## src/rtl/multicycle_ctrl.sv

```systemverilog
// Multi-cycle control FSM for the RV32I fetch/execute datapath: latches the IR,
// sequences PC/regfile/ALU/data-memory strobes, counts retirements and traps.
module multicycle_ctrl #(
  parameter int CNT_W       = 16,
  parameter int MEM_TIMEOUT = 15
) (
  input  logic             clk,
  input  logic             rst,
  input  logic             run,
  input  logic [31:0]      instr,
  input  logic             branch_taken,
  input  logic             mem_ready,
  output logic [31:0]      ir,
  output logic             pc_write,
  output logic [1:0]       pc_src,
  output logic             reg_write,
  output logic [1:0]       wb_sel,
  output logic             alu_src_imm,
  output logic             mem_req,
  output logic             mem_we,
  output logic [2:0]       state,
  output logic             trap,
  output logic [CNT_W-1:0] instr_count
);

  typedef enum logic [2:0] {
    S_IDLE   = 3'd0,
    S_FETCH  = 3'd1,
    S_DECODE = 3'd2,
    S_EXEC   = 3'd3,
    S_MEM    = 3'd4,
    S_WB     = 3'd5,
    S_TRAP   = 3'd6
  } state_t;

  localparam logic [6:0] OP_IMM    = 7'h13;
  localparam logic [6:0] OP_LOAD   = 7'h03;
  localparam logic [6:0] OP_STORE  = 7'h23;
  localparam logic [6:0] OP_BRANCH = 7'h63;
  localparam logic [6:0] OP_JAL    = 7'h6F;
  localparam logic [6:0] OP_JALR   = 7'h67;
  localparam int         TW        = $clog2(MEM_TIMEOUT + 1);
  localparam logic [TW-1:0] TO_LAST = TW'(MEM_TIMEOUT - 1);

  state_t        state_q, state_d;
  logic [TW-1:0] timeout_q;
  logic          ir_load;
  logic          rw_raw;
  logic [6:0]    opcode;
  logic          legal;

  assign opcode = ir[6:0];
  assign legal  = (opcode == OP_IMM)  || (opcode == OP_LOAD)   || (opcode == OP_STORE) ||
                  (opcode == OP_BRANCH) || (opcode == OP_JAL) || (opcode == OP_JALR);

  always_comb begin
    state_d     = state_q;
    ir_load     = 1'b0;
    rw_raw      = 1'b0;
    pc_write    = 1'b0;
    pc_src      = 2'b00;
    wb_sel      = 2'b00;
    alu_src_imm = 1'b0;
    mem_req     = 1'b0;
    mem_we      = 1'b0;
    case (state_q)
      S_IDLE:  if (run) state_d = S_FETCH;
      S_FETCH: begin
        ir_load = run;
        state_d = run ? S_DECODE : S_IDLE;
      end
      S_DECODE: begin
        if (ir == 32'h0) begin
          pc_write = 1'b1;
          state_d  = S_FETCH;
        end else begin
          state_d = legal ? S_EXEC : S_TRAP;
        end
      end
      S_EXEC: begin
        case (opcode)
          OP_IMM: begin
            alu_src_imm = 1'b1;
            state_d     = S_WB;
          end
          OP_LOAD, OP_STORE: begin
            alu_src_imm = 1'b1;
            state_d     = S_MEM;
          end
          OP_BRANCH: begin
            pc_write = 1'b1;
            pc_src   = branch_taken ? 2'b01 : 2'b00;
            state_d  = S_FETCH;
          end
          OP_JAL, OP_JALR: begin
            rw_raw   = 1'b1;
            wb_sel   = 2'b10;
            pc_write = 1'b1;
            pc_src   = (opcode == OP_JAL) ? 2'b01 : 2'b10;
            state_d  = S_FETCH;
          end
          default: state_d = S_TRAP;
        endcase
      end
      S_MEM: begin
        mem_req     = 1'b1;
        mem_we      = (opcode == OP_STORE);
        alu_src_imm = 1'b1;
        if (mem_ready) begin
          if (opcode == OP_STORE) begin
            pc_write = 1'b1;
            state_d  = S_FETCH;
          end else begin
            state_d = S_WB;
          end
        end else if (timeout_q == TO_LAST) begin
          state_d = S_TRAP;
        end
      end
      S_WB: begin
        rw_raw   = 1'b1;
        wb_sel   = (opcode == OP_LOAD) ? 2'b01 : 2'b00;
        pc_write = 1'b1;
        state_d  = S_FETCH;
      end
      S_TRAP:  state_d = S_TRAP;
      default: state_d = S_IDLE;
    endcase
  end

  // x0 is hardwired, so never strobe a write to it
  assign reg_write = rw_raw & (|ir[11:7]);
  assign state     = state_q;

  always_ff @(posedge clk) begin
    if (rst) begin
      state_q     <= S_IDLE;
      ir          <= 32'h0;
      trap        <= 1'b0;
      instr_count <= '0;
      timeout_q   <= '0;
    end else begin
      state_q <= state_d;
      if (ir_load) ir <= instr;
      if (state_d == S_TRAP) trap <= 1'b1;
      // counter only advances while we remain in MEM, so it clears on any exit
      if (state_q == S_MEM && state_d == S_MEM) timeout_q <= timeout_q + 1'b1;
      else                                      timeout_q <= '0;
      if (pc_write && state_q != S_DECODE && instr_count != '1)
        instr_count <= instr_count + 1'b1;
    end
  end

endmodule

```

## config.mk

```make
export PLATFORM = sky130hd
export DESIGN_NAME = multicycle_ctrl
export DESIGN_NICKNAME = d
export VERILOG_FILES = /design/src/rtl/multicycle_ctrl.sv
export SDC_FILE = /design/constraint.sdc
export NUM_CORES = 1
export LEC_CHECK = 0
export CAP_MARGIN = 40
export CORE_MARGIN = 3
export CORE_UTILIZATION = 40
export CTS_CLUSTER_SIZE = 12
export DETAILED_ROUTE_END_ITERATION = 8
export GPL_ROUTABILITY_DRIVEN = 0
export PLACE_DENSITY_LB_ADDON = 0.25
export SLEW_MARGIN = 25
export SYNTH_ARGS = -nofsm -noshare
export SYNTH_HDL_FRONTEND = slang
export SYNTH_SLANG_ARGS = --single-unit
export TNS_END_PERCENT = 30
```

## constraint.sdc

```tcl
create_clock -name clk -period 1.8 [get_ports clk]
set_input_delay 0.36 -clock clk [delete_from_list [all_inputs] [get_ports clk]]
set_output_delay 0.36 -clock clk [all_outputs]
set_load 0.02 [all_outputs]
```

==> metrics.md, run 1 <==
| Metric | Value |
|---|---|
| Status | complete, but fails checks |
| Failing checks | setup timing |
| DRT antenna net count | 0 |
| First-pass iteration count of the detailed router | 5 |
| Hold Slack | 0.475 ns |
| Pin count of the biggest net entering global routing | 33 |
| Clock sinks | 56 |
| Drt total wl | 9.02 mm |
| Initial antenna violation count | 0 |
| Sequential fraction of the synthesis area | 0.416 |
| Critical path fanouts, max | 2 |
| Mapped Nets | 370 |
| CTS Buf Count | 5 |
| Row count | 29 |
| CP Data Required Time | 1.44 ns |
| H-tree levels | 2 |
| Die Y | 88.1 um |
| Critical Path End | pc_write |
| Vias in the first global route | 2985 |
| Gate Count Post-Synth | 330 |
| Hold Path Class | register to register |
| Worst Reg-to-Reg Cells | 7 |
| CTS tree | yes |
| Maximum root-to-sink buffer count | 2 |
| Final period utilization | 1.15 |
| Clock transition at path regs | 0.10 ns |
| Finished Core Util | 0.748 |
| Final Critical Period | 2.07 ns |
| Syn Area/Cell | 8.16 um^2 |
| RR Startpoint | ir[3]$_SDFFE_PP0P_ |
| Asr flop ratio synth | 0 |
| Worst slew pin tran | 0.560 ns |
| RSZ-0062 raised after global routing | true |
| Routed vias/inst | 5.22 |
| DRC viols | 0 |
| Arr. time, crit path | 1.71 ns |
| Switching power | 0.836 mW |
| CP max stage cell | or3_4 |
| VDD IR max | 0.438 mV |
| Core Region | 0.00642 mm^2 |
| Fin area | 0.00480 mm^2 |
| Static leakage | 2.17 nW |
| Mapped Area | 0.00269 mm^2 |
| Final setup margin | -0.267 ns |
| Detail Placement HPWL | 6.23 mm |
| Max_cap viols | 0 |
| Clock Skew | 0.0105 ns |
| Die area | 0.00776 mm^2 |
| Gr ovfl total | 0 |
| Relative slew slack | 0.627 |
| Die X | 88.1 um |
| Switching Share | 0.294 |
| Internal power | 2.01 mW |
| Post-place instance area | 0.00432 mm^2 |
| Final setup vio count | 20 |
| Fillcell total | 492 |
| Register Area | 0.00115 mm^2 |
| Max-slew violation count | 0 |
| Number of flops mapped to enable cells by yosys | 0 |
| Initial core utilization | 0.419 |
| P&R area growth vs syn | 78.3% |
| Initial DRC count | 107 |
| CTS Hold Bufs | 0 |
| Logic pwr share | 0.292 |
| Crit path launch type | register |
| Final Hold Vio Count | 0 |
| GRT Total Usage | 0.222 |
| Max incr delay on CP | 0.38 ns |
| Vias | 3079 |
| IO Count | 98 |
| R2r setup slk | -0.21 ns |
| Yosys reg bits | 56 |
| WL per Instance | 15.3 um |
| Max Clk Rate | 484 MHz |
| Root buf cell | clkbuf_8 |
| Seq pwr share | 0.469 |
| Power per cell area | 592 mW/mm^2 |
| Global-route wire length before repair | 13.7 mm |
| Latest clock arrival within the worst-skew pair | 0.31 ns |
| Share of cells above drive strength 1 | 0.337 |
| Synth unique cells | 57 |
| Antenna diode count | 0 |
| Clock share of power | 0.239 |
| Worst setup path startpoint | ir[4]$_SDFFE_PP0P_ |
| R2r endpoint | instr_count[13]$_SDFFE_PP0P_ |
| Setup crit end kind | output pin |
| Worst Setup Path Type | register to output pin |
| Port Buffers | 97 |
| Multi-input gate area | 0.00169 mm^2 |
| Cells along the critical path | or3_4, nand3b_1, nor3_2, a21o_1, buf_6 |
| Nets | 552 |
| Most used DFF post-synth | dfxtp_1 |
| Warnings from Yosys | 0 |
-- layout by cell type, fill, tap and decap left out, types with 2 or more instances in the layout --
cell             instances
inv_1                    5
clkinv_2                 2
a311oi_2                 2
nand2_1                 69
and2_1                   3
nand2_4                  2
dfxtp_2                  6
nand3b_1                 2
o211a_1                  3
nor2_1                  22
a21oi_1                 36
dfxtp_1                 45
nor4_1                   4
nor4_4                   2
nand4_1                  8
mux2_4                   3
dfxtp_4                  5
nand3_1                  6
nand4b_1                 2
buf_6                   14
mux2i_1                  3
nor3_1                   4
buf_4                   90
and3_1                   3
nor3_2                   3
nand3_2                  3
a21oi_2                  7
xnor2_1                  9
nand2b_1                 5
dlygate4sd2_1            5
ha_1                     3
nor2_2                   2
nor2b_1                  6
a31o_2                   3
dlymetal6s2s_1          15
and4_1                   2
clkbuf_8                 5
clkdlybuf4s50_1         67
-- flip-flops by register name, summed over array words and instances (netlist names) --
register	flops
timeout_q	4
state	3
instr_count	16
trap	1
ir	32
-- how the worst min path moves through the flow --
stage / cells past startpoint / to / slack (ns) / from
floorplan: 1 / timeout_q[0]$_SDFF_PP0_ / 0.43 / timeout_q[0]$_SDFF_PP0_
global placement: 1 / timeout_q[0]$_SDFF_PP0_ / 0.44 / timeout_q[0]$_SDFF_PP0_
detailed placement: 1 / timeout_q[0]$_SDFF_PP0_ / 0.45 / timeout_q[0]$_SDFF_PP0_
CTS: 1 / timeout_q[0]$_SDFF_PP0_ / 0.48 / timeout_q[0]$_SDFF_PP0_
global route: 1 / timeout_q[0]$_SDFF_PP0_ / 0.50 / timeout_q[0]$_SDFF_PP0_
finish: 1 / timeout_q[0]$_SDFF_PP0_ / 0.47 / timeout_q[0]$_SDFF_PP0_
-- final cells by class --
| class | instances | area share |
|---|---|---|
| Clock buffer | 5 | 0.0143 |
| Clock inverter | 3 | 0.00391 |
| Inverter | 5 | 0.00391 |
| Multi-Input combinational cell | 250 | 0.352 |
| Sequential cell | 56 | 0.239 |
| Tap cell | 77 | 0.0201 |
| Timing Repair Buffer | 194 | 0.367 |
-- metal layers --
| layer | GRT usage | share of wire | wire (um) | vias up |
|---|---|---|---|---|
| met4 | 0.0563 | 0.015 | 139 | 0 |
| met3 | 0.0555 | 0.054 | 491 | 14 |
| met1 | 0.275 | 0.44 | 3960 | 1441 |
| li1 | - | - | - | 1524 |
| met2 | 0.385 | 0.49 | 4430 | 100 |
| met5 | 0 | 0 | 0 | - |
-- stage by stage --
| step | setup WS [ns] | instances | power, mW | TNS (ns) |
|---|---|---|---|---|
| finish | -0.267 | 590 | 2.84 | -2.79 |
| CTS | -0.238 | 586 | 2.81 | -1.93 |
| detailed placement | -0.489 | 568 | 2.07 | -4.67 |
| global placement | -0.431 | 568 | 2.05 | -4.19 |
| global route | -0.334 | 590 | 2.97 | -4.48 |
| floorplan | -0.279 | 330 | 1.67 | -1.96 |
-- Yosys cell counts (2+ instances only) --
cell type | instances | share of area
ha_1 | 3 | 0.014
clkbuf_1 | 12 | 0.017
inv_1 | 5 | 0.0070
nand4b_1 | 2 | 0.0065
dfxtp_1 | 56 | 0.42
nor3_1 | 7 | 0.013
nand4bb_1 | 2 | 0.0084
and3_1 | 3 | 0.0070
nor4_1 | 7 | 0.016
a31o_2 | 3 | 0.0098
or4_1 | 2 | 0.0056
nand4_1 | 8 | 0.019
a31oi_1 | 2 | 0.0046
xnor2_1 | 10 | 0.033
nand2_1 | 71 | 0.099
o211a_1 | 3 | 0.011
nand3_2 | 3 | 0.011
nand3_1 | 6 | 0.011
nor2_1 | 24 | 0.033
and4_1 | 2 | 0.0065
buf_2 | 3 | 0.0056
nand3b_1 | 2 | 0.0056
nand2b_1 | 5 | 0.012
mux2_4 | 3 | 0.017
nor2b_1 | 7 | 0.016
a311oi_1 | 2 | 0.0065
and2_1 | 3 | 0.0070
buf_1 | 2 | 0.0028
a21oi_1 | 42 | 0.078
mux2i_1 | 3 | 0.011
-- power by group through the flow --
stage                     clock network, mW  logic, mW  registers [mW]
after floorplan                           0      0.255            1.41
after global placement                    0      0.701            1.35
after detailed placement                  0      0.713            1.35
after CTS                             0.692      0.789            1.33
after global routing                  0.744      0.882            1.34
final                                 0.680      0.831            1.33
-- worst max-delay path: cells and delay by family (launching register included) --
kind                   cells  cell delay [ns]
buffers and inverters      1             0.12
AND/OR/NAND/NOR            3             0.79
AO/OA/AOI/OAI              1             0.17
flip-flops                 1             0.33
-- timing repair --
action	4_1_cts	5_1_grt
endpoints found under the setup margin	29	46
setup buffers	11	7
resized for setup	83	51
pin swaps	18	22
-- kinds of logic (layout without fill, tap and decap cells) --
kind of cell | Yosys count | count (layout) | share of synthesized area
flops | 56 | 56 | 0.416
simple gates | 165 | 165 | 0.316
mux | 6 | 6 | 0.0279
xor+xnor | 11 | 11 | 0.0358
compound gates | 65 | 65 | 0.151
fa+ha+maj | 3 | 3 | 0.0139
buf+inv | 24 | 207 | 0.0390
(Power assumes the default switching activity.)
==> run 2: changes to the inputs <==
--- a/config.mk
+++ b/config.mk
@@ -12,7 +12,7 @@
 export DETAILED_ROUTE_END_ITERATION = 8
 export GPL_ROUTABILITY_DRIVEN = 0
 export PLACE_DENSITY_LB_ADDON = 0.25
-export SLEW_MARGIN = 25
+export SLEW_MARGIN = 20
 export SYNTH_ARGS = -nofsm -noshare
 export SYNTH_HDL_FRONTEND = slang
 export SYNTH_SLANG_ARGS = --single-unit
==> results of run 2 <==
Final layout, timing and power as in run 1 (identical DEF).
